File: src/rtl/key_repeat_ctrl_if.sv
// Key-side and pulse-side signals of key_repeat_ctrl.
// The master drives the raw keys; the slave (the controller) drives pulses and levels.
interface key_repeat_ctrl_if;
  logic key1;
  logic key2;
  logic inc_pulse;
  logic dec_pulse;
  logic key1_level;
  logic key2_level;
  logic repeat_active;

  modport master (
    output key1, key2,
    input  inc_pulse, dec_pulse, key1_level, key2_level, repeat_active
  );

  modport slave (
    input  key1, key2,
    output inc_pulse, dec_pulse, key1_level, key2_level, repeat_active
  );
endinterface

File: src/rtl/key_repeat_ctrl.sv
// Two-key conditioner: synchronise, debounce, then emit inc/dec pulses
// with auto-repeat while a single key is held.
//
// state  | meaning
// IDLE   | no key owns the press; waiting for a debounced press
// DELAY  | first pulse issued; counting down to the first repeat
// REPEAT | issuing repeat pulses every REPEAT_PERIOD cycles
// LOCK   | both keys seen; silent until both are released
module key_repeat_ctrl #(
  parameter int DEBOUNCE_CYCLES = 1000000,
  parameter int REPEAT_DELAY    = 25000000,
  parameter int REPEAT_PERIOD   = 5000000
) (
  input  logic             clk,
  input  logic             rst_n,
  key_repeat_ctrl_if.slave bus
);

  localparam int DB_W   = $clog2(DEBOUNCE_CYCLES + 1);
  localparam int TM_MAX = (REPEAT_DELAY > REPEAT_PERIOD) ? REPEAT_DELAY : REPEAT_PERIOD;
  localparam int TM_W   = (TM_MAX > 1) ? $clog2(TM_MAX) : 1;

  localparam logic [DB_W-1:0] DB_TC    = DB_W'(DEBOUNCE_CYCLES - 1);
  localparam logic [TM_W-1:0] DELAY_TC = TM_W'(REPEAT_DELAY - 1);
  localparam logic [TM_W-1:0] PER_TC   = TM_W'(REPEAT_PERIOD - 1);

  typedef enum logic [1:0] {S_IDLE, S_DELAY, S_REPEAT, S_LOCK} state_t;

  logic [1:0]      r_sync1;
  logic [1:0]      r_sync2;
  logic [1:0]      r_level;
  logic [DB_W-1:0] r_db_cnt [2];

  state_t          r_state;
  state_t          w_next;
  logic            r_dir;
  logic            w_dir_next;
  logic [TM_W-1:0] r_timer;
  logic [TM_W-1:0] w_timer_next;
  logic            w_inc;
  logic            w_dec;
  logic            w_own;
  logic            w_other;
  logic [TM_W-1:0] w_tc;
  logic            r_inc_pulse;
  logic            r_dec_pulse;
  logic            r_repeat_active;

  // Keys are active-low; the synchronisers idle at 1 (released).
  always_ff @(posedge clk or negedge rst_n) begin
    if (!rst_n) begin
      r_sync1 <= '1;
      r_sync2 <= '1;
      r_level <= '0;
      for (int k = 0; k < 2; k++) r_db_cnt[k] <= '0;
    end else begin
      r_sync1 <= {bus.key2, bus.key1};
      r_sync2 <= r_sync1;
      for (int k = 0; k < 2; k++) begin
        if (~r_sync2[k] != r_level[k]) begin
          if (r_db_cnt[k] == DB_TC) begin
            r_level[k]  <= ~r_sync2[k];
            r_db_cnt[k] <= '0;
          end else begin
            r_db_cnt[k] <= r_db_cnt[k] + 1'b1;
          end
        end else begin
          r_db_cnt[k] <= '0;
        end
      end
    end
  end

  // r_dir = 0 means key1 (inc) owns the press, 1 means key2 (dec).
  assign w_own   = r_dir ? r_level[1] : r_level[0];
  assign w_other = r_dir ? r_level[0] : r_level[1];
  assign w_tc    = (r_state == S_DELAY) ? DELAY_TC : PER_TC;

  always_comb begin
    w_next       = r_state;
    w_dir_next   = r_dir;
    w_timer_next = r_timer;
    w_inc        = 1'b0;
    w_dec        = 1'b0;
    case (r_state)
      S_IDLE: begin
        if (r_level[0] && r_level[1]) begin
          w_next = S_LOCK;
        end else if (r_level[0]) begin
          w_inc        = 1'b1;
          w_dir_next   = 1'b0;
          w_timer_next = '0;
          w_next       = S_DELAY;
        end else if (r_level[1]) begin
          w_dec        = 1'b1;
          w_dir_next   = 1'b1;
          w_timer_next = '0;
          w_next       = S_DELAY;
        end
      end
      S_DELAY, S_REPEAT: begin
        // Release wins over a same-cycle expiry, so the last pulse is suppressed.
        if (!w_own) begin
          w_next = S_IDLE;
        end else if (w_other) begin
          w_next = S_LOCK;
        end else if (r_timer == w_tc) begin
          w_inc        = ~r_dir;
          w_dec        = r_dir;
          w_timer_next = '0;
          w_next       = S_REPEAT;
        end else begin
          w_timer_next = r_timer + 1'b1;
        end
      end
      S_LOCK: begin
        if (!r_level[0] && !r_level[1]) w_next = S_IDLE;
      end
      default: w_next = S_IDLE;
    endcase
  end

  always_ff @(posedge clk or negedge rst_n) begin
    if (!rst_n) begin
      r_state         <= S_IDLE;
      r_dir           <= 1'b0;
      r_timer         <= '0;
      r_inc_pulse     <= 1'b0;
      r_dec_pulse     <= 1'b0;
      r_repeat_active <= 1'b0;
    end else begin
      r_state         <= w_next;
      r_dir           <= w_dir_next;
      r_timer         <= w_timer_next;
      r_inc_pulse     <= w_inc;
      r_dec_pulse     <= w_dec;
      r_repeat_active <= (w_next == S_REPEAT);
    end
  end

  assign bus.inc_pulse     = r_inc_pulse;
  assign bus.dec_pulse     = r_dec_pulse;
  assign bus.key1_level    = r_level[0];
  assign bus.key2_level    = r_level[1];
  assign bus.repeat_active = r_repeat_active;

endmodule

File: src/flat_wrapper.sv
// flat-port wrapper written by rule: the top's interface ports become plain ports
module key_repeat_ctrl_flat 
#(
  parameter int DEBOUNCE_CYCLES = 1000000,
  parameter int REPEAT_DELAY    = 25000000,
  parameter int REPEAT_PERIOD   = 5000000
)
  (clk, rst_n, bus_key1, bus_key2, bus_inc_pulse, bus_dec_pulse, bus_key1_level, bus_key2_level, bus_repeat_active);
  key_repeat_ctrl_if bus_i ();
  input  logic clk;
  input  logic rst_n;
  input wire logic [$bits(bus_i.key1)-1:0] bus_key1;
  input wire logic [$bits(bus_i.key2)-1:0] bus_key2;
  output wire logic [$bits(bus_i.inc_pulse)-1:0] bus_inc_pulse;
  output wire logic [$bits(bus_i.dec_pulse)-1:0] bus_dec_pulse;
  output wire logic [$bits(bus_i.key1_level)-1:0] bus_key1_level;
  output wire logic [$bits(bus_i.key2_level)-1:0] bus_key2_level;
  output wire logic [$bits(bus_i.repeat_active)-1:0] bus_repeat_active;
  assign bus_i.key1 = bus_key1;
  assign bus_i.key2 = bus_key2;
  assign bus_inc_pulse = bus_i.inc_pulse;
  assign bus_dec_pulse = bus_i.dec_pulse;
  assign bus_key1_level = bus_i.key1_level;
  assign bus_key2_level = bus_i.key2_level;
  assign bus_repeat_active = bus_i.repeat_active;
  key_repeat_ctrl #(.DEBOUNCE_CYCLES(DEBOUNCE_CYCLES), .REPEAT_DELAY(REPEAT_DELAY), .REPEAT_PERIOD(REPEAT_PERIOD)) u_core (.clk(clk), .rst_n(rst_n), .bus(bus_i));
endmodule
File: config.mk
export PLATFORM = sky130hd
export DESIGN_NAME = key_repeat_ctrl_flat
export DESIGN_NICKNAME = d
export VERILOG_FILES = /design/src/rtl/key_repeat_ctrl_if.sv /design/src/rtl/key_repeat_ctrl.sv /design/src/flat_wrapper.sv
export SDC_FILE = /design/constraint.sdc
export NUM_CORES = 1
export LEC_CHECK = 0
export CORE_UTILIZATION = 50
export CTS_BUF_LIST = sky130_fd_sc_hd__clkbuf_4 sky130_fd_sc_hd__clkbuf_8
export DETAILED_ROUTE_END_ITERATION = 7
export GPL_TIMING_DRIVEN = 0
export HOLD_SLACK_MARGIN = 0.06
export PLACE_DENSITY = 0.72
export SLEW_MARGIN = 20
export SYNTH_ARGS = -nofsm -noshare
export SYNTH_HDL_FRONTEND = slang
export SYNTH_SLANG_ARGS = --single-unit
File: constraint.sdc
create_clock -name clk -period 2.2 [get_ports clk]
set_input_delay 0.33 -clock clk [delete_from_list [all_inputs] [get_ports clk]]
set_output_delay 0.33 -clock clk [all_outputs]
set_load 0.005 [all_outputs]
## Word level (Yosys, flattened, before mapping)

Index checks and enable logic that the tools add are counted.

| storage, ports and cells | value |
|---|---|
| register bits | 77 |
| bits of input ports | 4 |
| word-level logic and storage cells | 81 |
| output and inout bits | 5 |

| operators by class | value |
|---|---|
| bitwise logic cells | 4 |
| eq/ne operators | 13 |
| $add $sub $neg | 3 |
| reduce and logical (&&, ||, !) cells | 12 |
| muxes and demuxes | 37 |

Operators with widths:

| operator | number |
|---|---|
| $mux W25 | 7 |
| $mux W20 | 4 |
| $pmux W25 S2 | 1 |
| $add A20 B1 Y20 const B | 2 |
| $eq A20 B20 Y1 const B | 2 |
| $add A25 B1 Y25 const B | 1 |
| $eq A25 B25 Y1 | 1 |
| $mux W1 | 15 |
| $mux W2 | 7 |
| $eq A2 B2 Y1 const B | 3 |
| $pmux W2 S3 | 1 |
| $reduce_and A5 Y1 | 1 |
| $ne A2 B2 Y1 const B | 2 |
| $not A1 Y1 | 4 |
| $pmux W1 S2 | 2 |
| $reduce_and A2 Y1 | 2 |
| $reduce_bool A2 Y1 | 2 |
| $ne A3 B1 Y1 const B | 1 |
| $reduce_and A3 Y1 | 1 |
| $eq A2 B1 Y1 const B | 1 |
| $logic_and A1 B1 Y1 | 2 |
| $logic_not A1 Y1 | 2 |
| $logic_not A2 Y1 | 1 |
| $ne A1 B1 Y1 | 2 |
| other kinds (2) | 2 |

## Longest topological paths before layout

| logic depth | value |
|---|---|
| depth after elaboration | 8 |
| depth in mapped cells | 9 |
| mapped depth without buffers | 7 |

## Worst setup path after synthesis

Ideal clock, no wire load.

| timing | value |
|---|---|
| path type | register -> register |
| from | reg u_core.r_state[1] |
| to | reg u_core.r_timer[4] |
| slack | 0.083 ns |
| stages on the path, launching flop included | 9 |
| path buffers | 1 |
| period minus slack after synthesis | 2.117 ns |
| data arrival time | 1.995 ns |
| setup time | 0.122 ns |
| required time | 2.078 ns |
| cell sequence | dfrtp_1 inv_1 ha_1 buf_2 nand2_1 o2bb2ai_1 nor2_1 a21bo_2 a32o_1 |

| on the way | value |
|---|---|
| word-level cells in the longest chain between the ends | 7 |
| elaborated cells between the ends (all ways) | 16 |
| classes of those cells | eq/ne: 7; mux: 5; reduce/logical: 4 |

RTL lines:

| item | line | text |
|---|---|---|
| start, declared | key_repeat_ctrl.sv:34 | `state_t r_state;` |
| start signal, assigned | key_repeat_ctrl.sv:132 | `r_state <= w_next;` |
| $eq A2 B1 Y1 | key_repeat_ctrl.sv:77, key_repeat_ctrl.sv:85 |  |
| $mux W25 | key_repeat_ctrl.sv:77 | `assign w_tc = (r_state == S_DELAY) ? DELAY_TC : PER_TC;` |
| $eq A25 B25 Y1 | key_repeat_ctrl.sv:107 | `end else if (r_timer == w_tc) begin` |
| $mux W25 | key_repeat_ctrl.sv:107 |  |
| $mux W25 | key_repeat_ctrl.sv:105 | `end else if (w_other) begin` |
| $mux W25 | key_repeat_ctrl.sv:103 | `if (!w_own) begin` |
| $pmux W25 S2 | key_repeat_ctrl.sv:85 | `case (r_state)` |
| end signal, assigned | key_repeat_ctrl.sv:134 | `r_timer <= w_timer_next;` |
| end, declared | key_repeat_ctrl.sv:38 | `logic [TM_W-1:0] r_timer;` |

Parallel ways exist; a longest one is shown, timed or not. The select of a mux whose other input is x is not followed.
A chain may end at the register's enable or synchronous reset.

## Worst setup path after layout

| timing | value |
|---|---|
| from | reg u_core.r_state[0] |
| to | reg u_core.r_timer[23] |

Same word-level chain as after synthesis.

==> out/results.tsv <==
stage	metric	value	unit
cells_and_area	total_area_of_multi_input_combinational_cells	2180	um^2
hold_path	timing.hold.worst_endpoint	u_core.r_sync2[1]	
cts	clk_transition_reported_paths	0.08	ns
logic_synthesis	synth_seq_cells	77	
setup_path	critPathMaxFanout	10	
sta	max-slew-margin-rel	0.4950	
cells_and_area	area.growth.synth_to_final	14.52	%
floorplan	fp.dieH	92.88	um
sta	final_max_slew_viol_count	0	
sta	maxClockFrequency	471.2	MHz
logic_synthesis	most_used_flip_flop_cell_after_synthesis	sky130_fd_sc_hd__dfrtp_1	
logic_synthesis	count_of_flip_flops_with_a_built_in_enable_after_synthesis	0	
logic_synthesis	syn_area	4129	um^2
cts	h_tree_level_count	3	
logic_synthesis	post-synth-top-area-fraction	0.4424	
floorplan	core_area	7848	um^2
setup_path	critical_path_arrival	2.36	ns
placement	place_ws	-0.3602	ns
sta	worstMarginPinSlew	0.7505	ns
cts	clk_path_buf_depth	2	
cells_and_area	post-route-util	0.6025	
placement	hpwl	5849	um
floorplan	initial_utilization	0.5261	
setup_path	end_kind	register	
hold_path	min_path_cells	0	
logic_synthesis	yosys.cell_count.top_type	sky130_fd_sc_hd__dfrtp_1	
pwr	ir_drop	349.6	uV
cts	tritoncts_num_sinks	77	
pwr	p_switching	0.5966	mW
cells_and_area	seqCellArea	1932	um^2
sta	timing.setup.tns	0	ns
route	wl	8592	um
logic_synthesis	synth_instances	441	
route	viasPerCell	5.642	
sta	holdWs	0.3553	ns
floorplan	num_rows	32	
setup_path	rr_endpoint	u_core.r_timer[23]	
global_route	grt_max_degree	53	
logic_synthesis	synth.avg_cell_area	9.363	um^2
cells_and_area	antenna_cells	0	
global_route	grt_pass1_vias	3245	
setup_path	r2r.worst_path.cells	9	
setup_path	cp.required	2.44	ns
sta	final.setup.worst_slack	0.07771	ns
pwr	netSwitchingFraction	0.2433	
placement	routabilityCongestion	0.8630	
route	drt-wirelength-per-cell	14.94	um
logic_synthesis	synth.top_cells.by_area	sky130_fd_sc_hd__dfrtp_1 (44%), sky130_fd_sc_hd__xnor2_1 (6.2%), sky130_fd_sc_hd__nor2_1 (6.1%)	
cells_and_area	final_nets	484	
logic_synthesis	synth.distinct_cells	55	
placement	placed_cells_incl_taps	552	
pwr	seq_power_share	0.587	
global_route	grt.overflow.total	0	
logic_synthesis	async_reset_ff_frac	1.000	
global_route	grt_resource_usage_total	0.2239	
global_route	grt_antenna_before_repair	0	
floorplan	die_area	8626	um^2
pwr	clkPwrFrac	0.383	
floorplan	io-pin-count	9	
pwr	p_int	1.856	mW
pwr	static-leakage-power	1.940	nW
logic_synthesis	postSynthNetCount	456	
sta	final_hold_viol_count	0	
route	detail-route-antenna-nets	0	
cts	clock_insertion_delay_worst_skew	0.35	ns
floorplan	die_x	92.88	um
logic_synthesis	synth-seq-area-share	0.4679	
pwr	relative_contribution_of_combinational_cells_to_total_power	0.030	
cts	cts-root-buf	sky130_fd_sc_hd__clkbuf_8	
global_route	grt_pass1_wl	15160	um
logic_synthesis	synth-warning-count	0	
placement	numPortBuffers	8	
setup_path	regToRegStartpoint	u_core.r_state[0]	
cells_and_area	final_layout_size_suffix_gt1_frac	0.1480	
sta	post-route-min-period	2.122	ns
setup_path	worst_setup_path_start_kind	register	
hold_path	worstHoldPathType	register to register	
pwr	areal_power_density_over_the_cells	518.6	nW/um^2
sta	finalCritPeriodShare	0.9647	
logic_synthesis	synth.top_cells.by_count	sky130_fd_sc_hd__dfrtp_1 (73), sky130_fd_sc_hd__nor2_1 (67), sky130_fd_sc_hd__nand2_1 (41)	
cts	clock_tree_from_tritoncts	built	
outcome	outcome	finished, final reports clean	
setup_path	crit_type	register to register	
cts	cts_buffers	9	
sta	setup_violations	0	
hold_path	hold_start	u_core.r_sync1[1]	
route	drc_marker_count_from_the_first_detailed_route_iteration	108	
cells_and_area	layoutNonFillerInstCount	575	
route	drt_first_pass_iters	4	
route	vias	3244	
sta	fin_worst_skew	0.01037	ns
setup_path	r2r_setup_slack	0.08	ns
job	drv.max_cap_violation_count	0	
route	drc	0	
logic_synthesis	yosysTopAreaCell	sky130_fd_sc_hd__dfrtp_1	
cells_and_area	n_fill_cell	679	
==> cells by family after synthesis <==
kind of cell,synth area share
and+or+nand+nor,0.2709
DFF,0.4679
AOI/OAI and AO/OA,0.09243
xor gates and xnor gates,0.09970
buffers and inverters,0.03575
adders and majority gates,0.03333
==> area by class of cell <==
cell class,instances,share of cell area
multi-input combinational,332,0.4610
sequential,77,0.4086
timing repair buffer,18,0.03705
tap,102,0.02699
clock buffer,9,0.02620
buffer,14,0.01852
inverter,17,0.01350
clock inverter,6,0.008203
==> routing by layer <==
metal,track usage,wire [um]
met5,0,0
met1,0.3156,4179
met4,0.07949,128
met2,0.3450,3967
met3,0.04269,317
==> through the flow <==
step,area [um^2],power [mW]
CTS,4627,2.482
detailed placement,4362,1.544
finish,4728,2.452
floorplan,4129,1.496
global route,4728,2.557
global placement,4337,1.537
==> registers in the layout (all words and copies together) (netlist names) <==
signal / count
u_core.bus.dec_pulse: 1
u_core.bus.inc_pulse: 1
u_core.bus.repeat_active: 1
u_core.r_db_cnt: 40
u_core.r_dir: 1
u_core.r_level: 2
u_core.r_state: 2
u_core.r_sync1: 2
u_core.r_sync2: 2
u_core.r_timer: 25
==> critical path, stage by stage (launching register included) <==
cell,delay (ns)
sky130_fd_sc_hd__dfrtp_1,0.38
sky130_fd_sc_hd__inv_1,0.06
sky130_fd_sc_hd__ha_1,0.29
sky130_fd_sc_hd__buf_6,0.14
sky130_fd_sc_hd__nor2b_2,0.18
sky130_fd_sc_hd__a2bb2oi_2,0.23
sky130_fd_sc_hd__nand2_2,0.15
sky130_fd_sc_hd__buf_2,0.23
sky130_fd_sc_hd__o31ai_2,0.27
sky130_fd_sc_hd__a21oi_2,0.08
==> cell usage in the layout, fill, tap and decap left out, types with 2 or more instances in the layout <==
cell type | Yosys | final
sky130_fd_sc_hd__buf_6 | 1 | 2
sky130_fd_sc_hd__nand3_2 | 1 | 4
sky130_fd_sc_hd__clkbuf_2 | 2 | 2
sky130_fd_sc_hd__nand4b_1 | 3 | 3
sky130_fd_sc_hd__xnor2_1 | 29 | 29
sky130_fd_sc_hd__or4_1 | 3 | 2
sky130_fd_sc_hd__a21oi_1 | 14 | 12
sky130_fd_sc_hd__a21o_1 | 2 | 2
sky130_fd_sc_hd__nand3_1 | 27 | 24
sky130_fd_sc_hd__nor2_1 | 67 | 66
sky130_fd_sc_hd__and3_1 | 10 | 10
sky130_fd_sc_hd__nor4_1 | 17 | 14
sky130_fd_sc_hd__or4_4 | 1 | 2
sky130_fd_sc_hd__or3_1 | 4 | 4
sky130_fd_sc_hd__and2_1 | 2 | 2
sky130_fd_sc_hd__clkinv_2 | 0 | 3
sky130_fd_sc_hd__nor4_4 | 0 | 2
sky130_fd_sc_hd__clkbuf_8 | 0 | 9
sky130_fd_sc_hd__dfrtp_1 | 73 | 73
sky130_fd_sc_hd__nand2b_1 | 5 | 5
sky130_fd_sc_hd__inv_1 | 17 | 17
sky130_fd_sc_hd__a31oi_1 | 5 | 5
sky130_fd_sc_hd__dfstp_2 | 4 | 4
sky130_fd_sc_hd__xor2_1 | 18 | 18
sky130_fd_sc_hd__nand4_1 | 13 | 13
sky130_fd_sc_hd__buf_2 | 5 | 5
sky130_fd_sc_hd__nor3_1 | 9 | 7
sky130_fd_sc_hd__a21oi_2 | 1 | 3
sky130_fd_sc_hd__ha_1 | 11 | 11
sky130_fd_sc_hd__and4_1 | 3 | 3
sky130_fd_sc_hd__nand2_1 | 41 | 41
sky130_fd_sc_hd__o22ai_1 | 6 | 6
sky130_fd_sc_hd__clkinvlp_4 | 0 | 2
sky130_fd_sc_hd__nor2b_1 | 5 | 4
sky130_fd_sc_hd__o21ai_0 | 7 | 7
sky130_fd_sc_hd__clkbuf_1 | 4 | 2
sky130_fd_sc_hd__clkdlybuf4s50_1 | 0 | 7
sky130_fd_sc_hd__o31ai_1 | 5 | 4
sky130_fd_sc_hd__buf_4 | 3 | 12
==> power by group through the flow <==
| stage | Combinational [mW] | Clock, mW | Sequential, mW |
|---|---|---|---|
| 2_1_floorplan | 0.0294 | 0 | 1.47 |
| 3_3_place_gp | 0.0690 | 0 | 1.47 |
| 3_5_place_dp | 0.0758 | 0 | 1.47 |
| 4_1_cts | 0.0773 | 0.965 | 1.44 |
| 5_1_grt | 0.0892 | 1.03 | 1.44 |
| 6_report | 0.0739 | 0.938 | 1.44 |
==> how the worst max path moves through the flow <==
stage	startpoint	end	cells after the start
finish	u_core.r_state[0]	u_core.r_timer[23]	9
global route	u_core.r_state[1]	u_core.r_timer[12]	8
CTS	u_core.r_state[1]	u_core.r_timer[23]	8
detailed placement	u_core.r_state[1]	u_core.r_timer[4]	8
global placement	rst_n	u_core.r_db_cnt[3]	1
floorplan	u_core.r_state[1]	u_core.r_timer[4]	8
==> repair_timing <==
| action | 4_1_cts | 5_1_grt |
|---|---|---|
| endpoints found under the hold margin | 22 | 0 |
| hold buffers | 1 | 0 |
| resized for setup | 10 | 17 |
| buffers inserted | 4 | 4 |
| endpoints found under the setup margin | 34 | 52 |
| pin swaps | 2 | 6 |
Power figures use the tool's default switching activity.
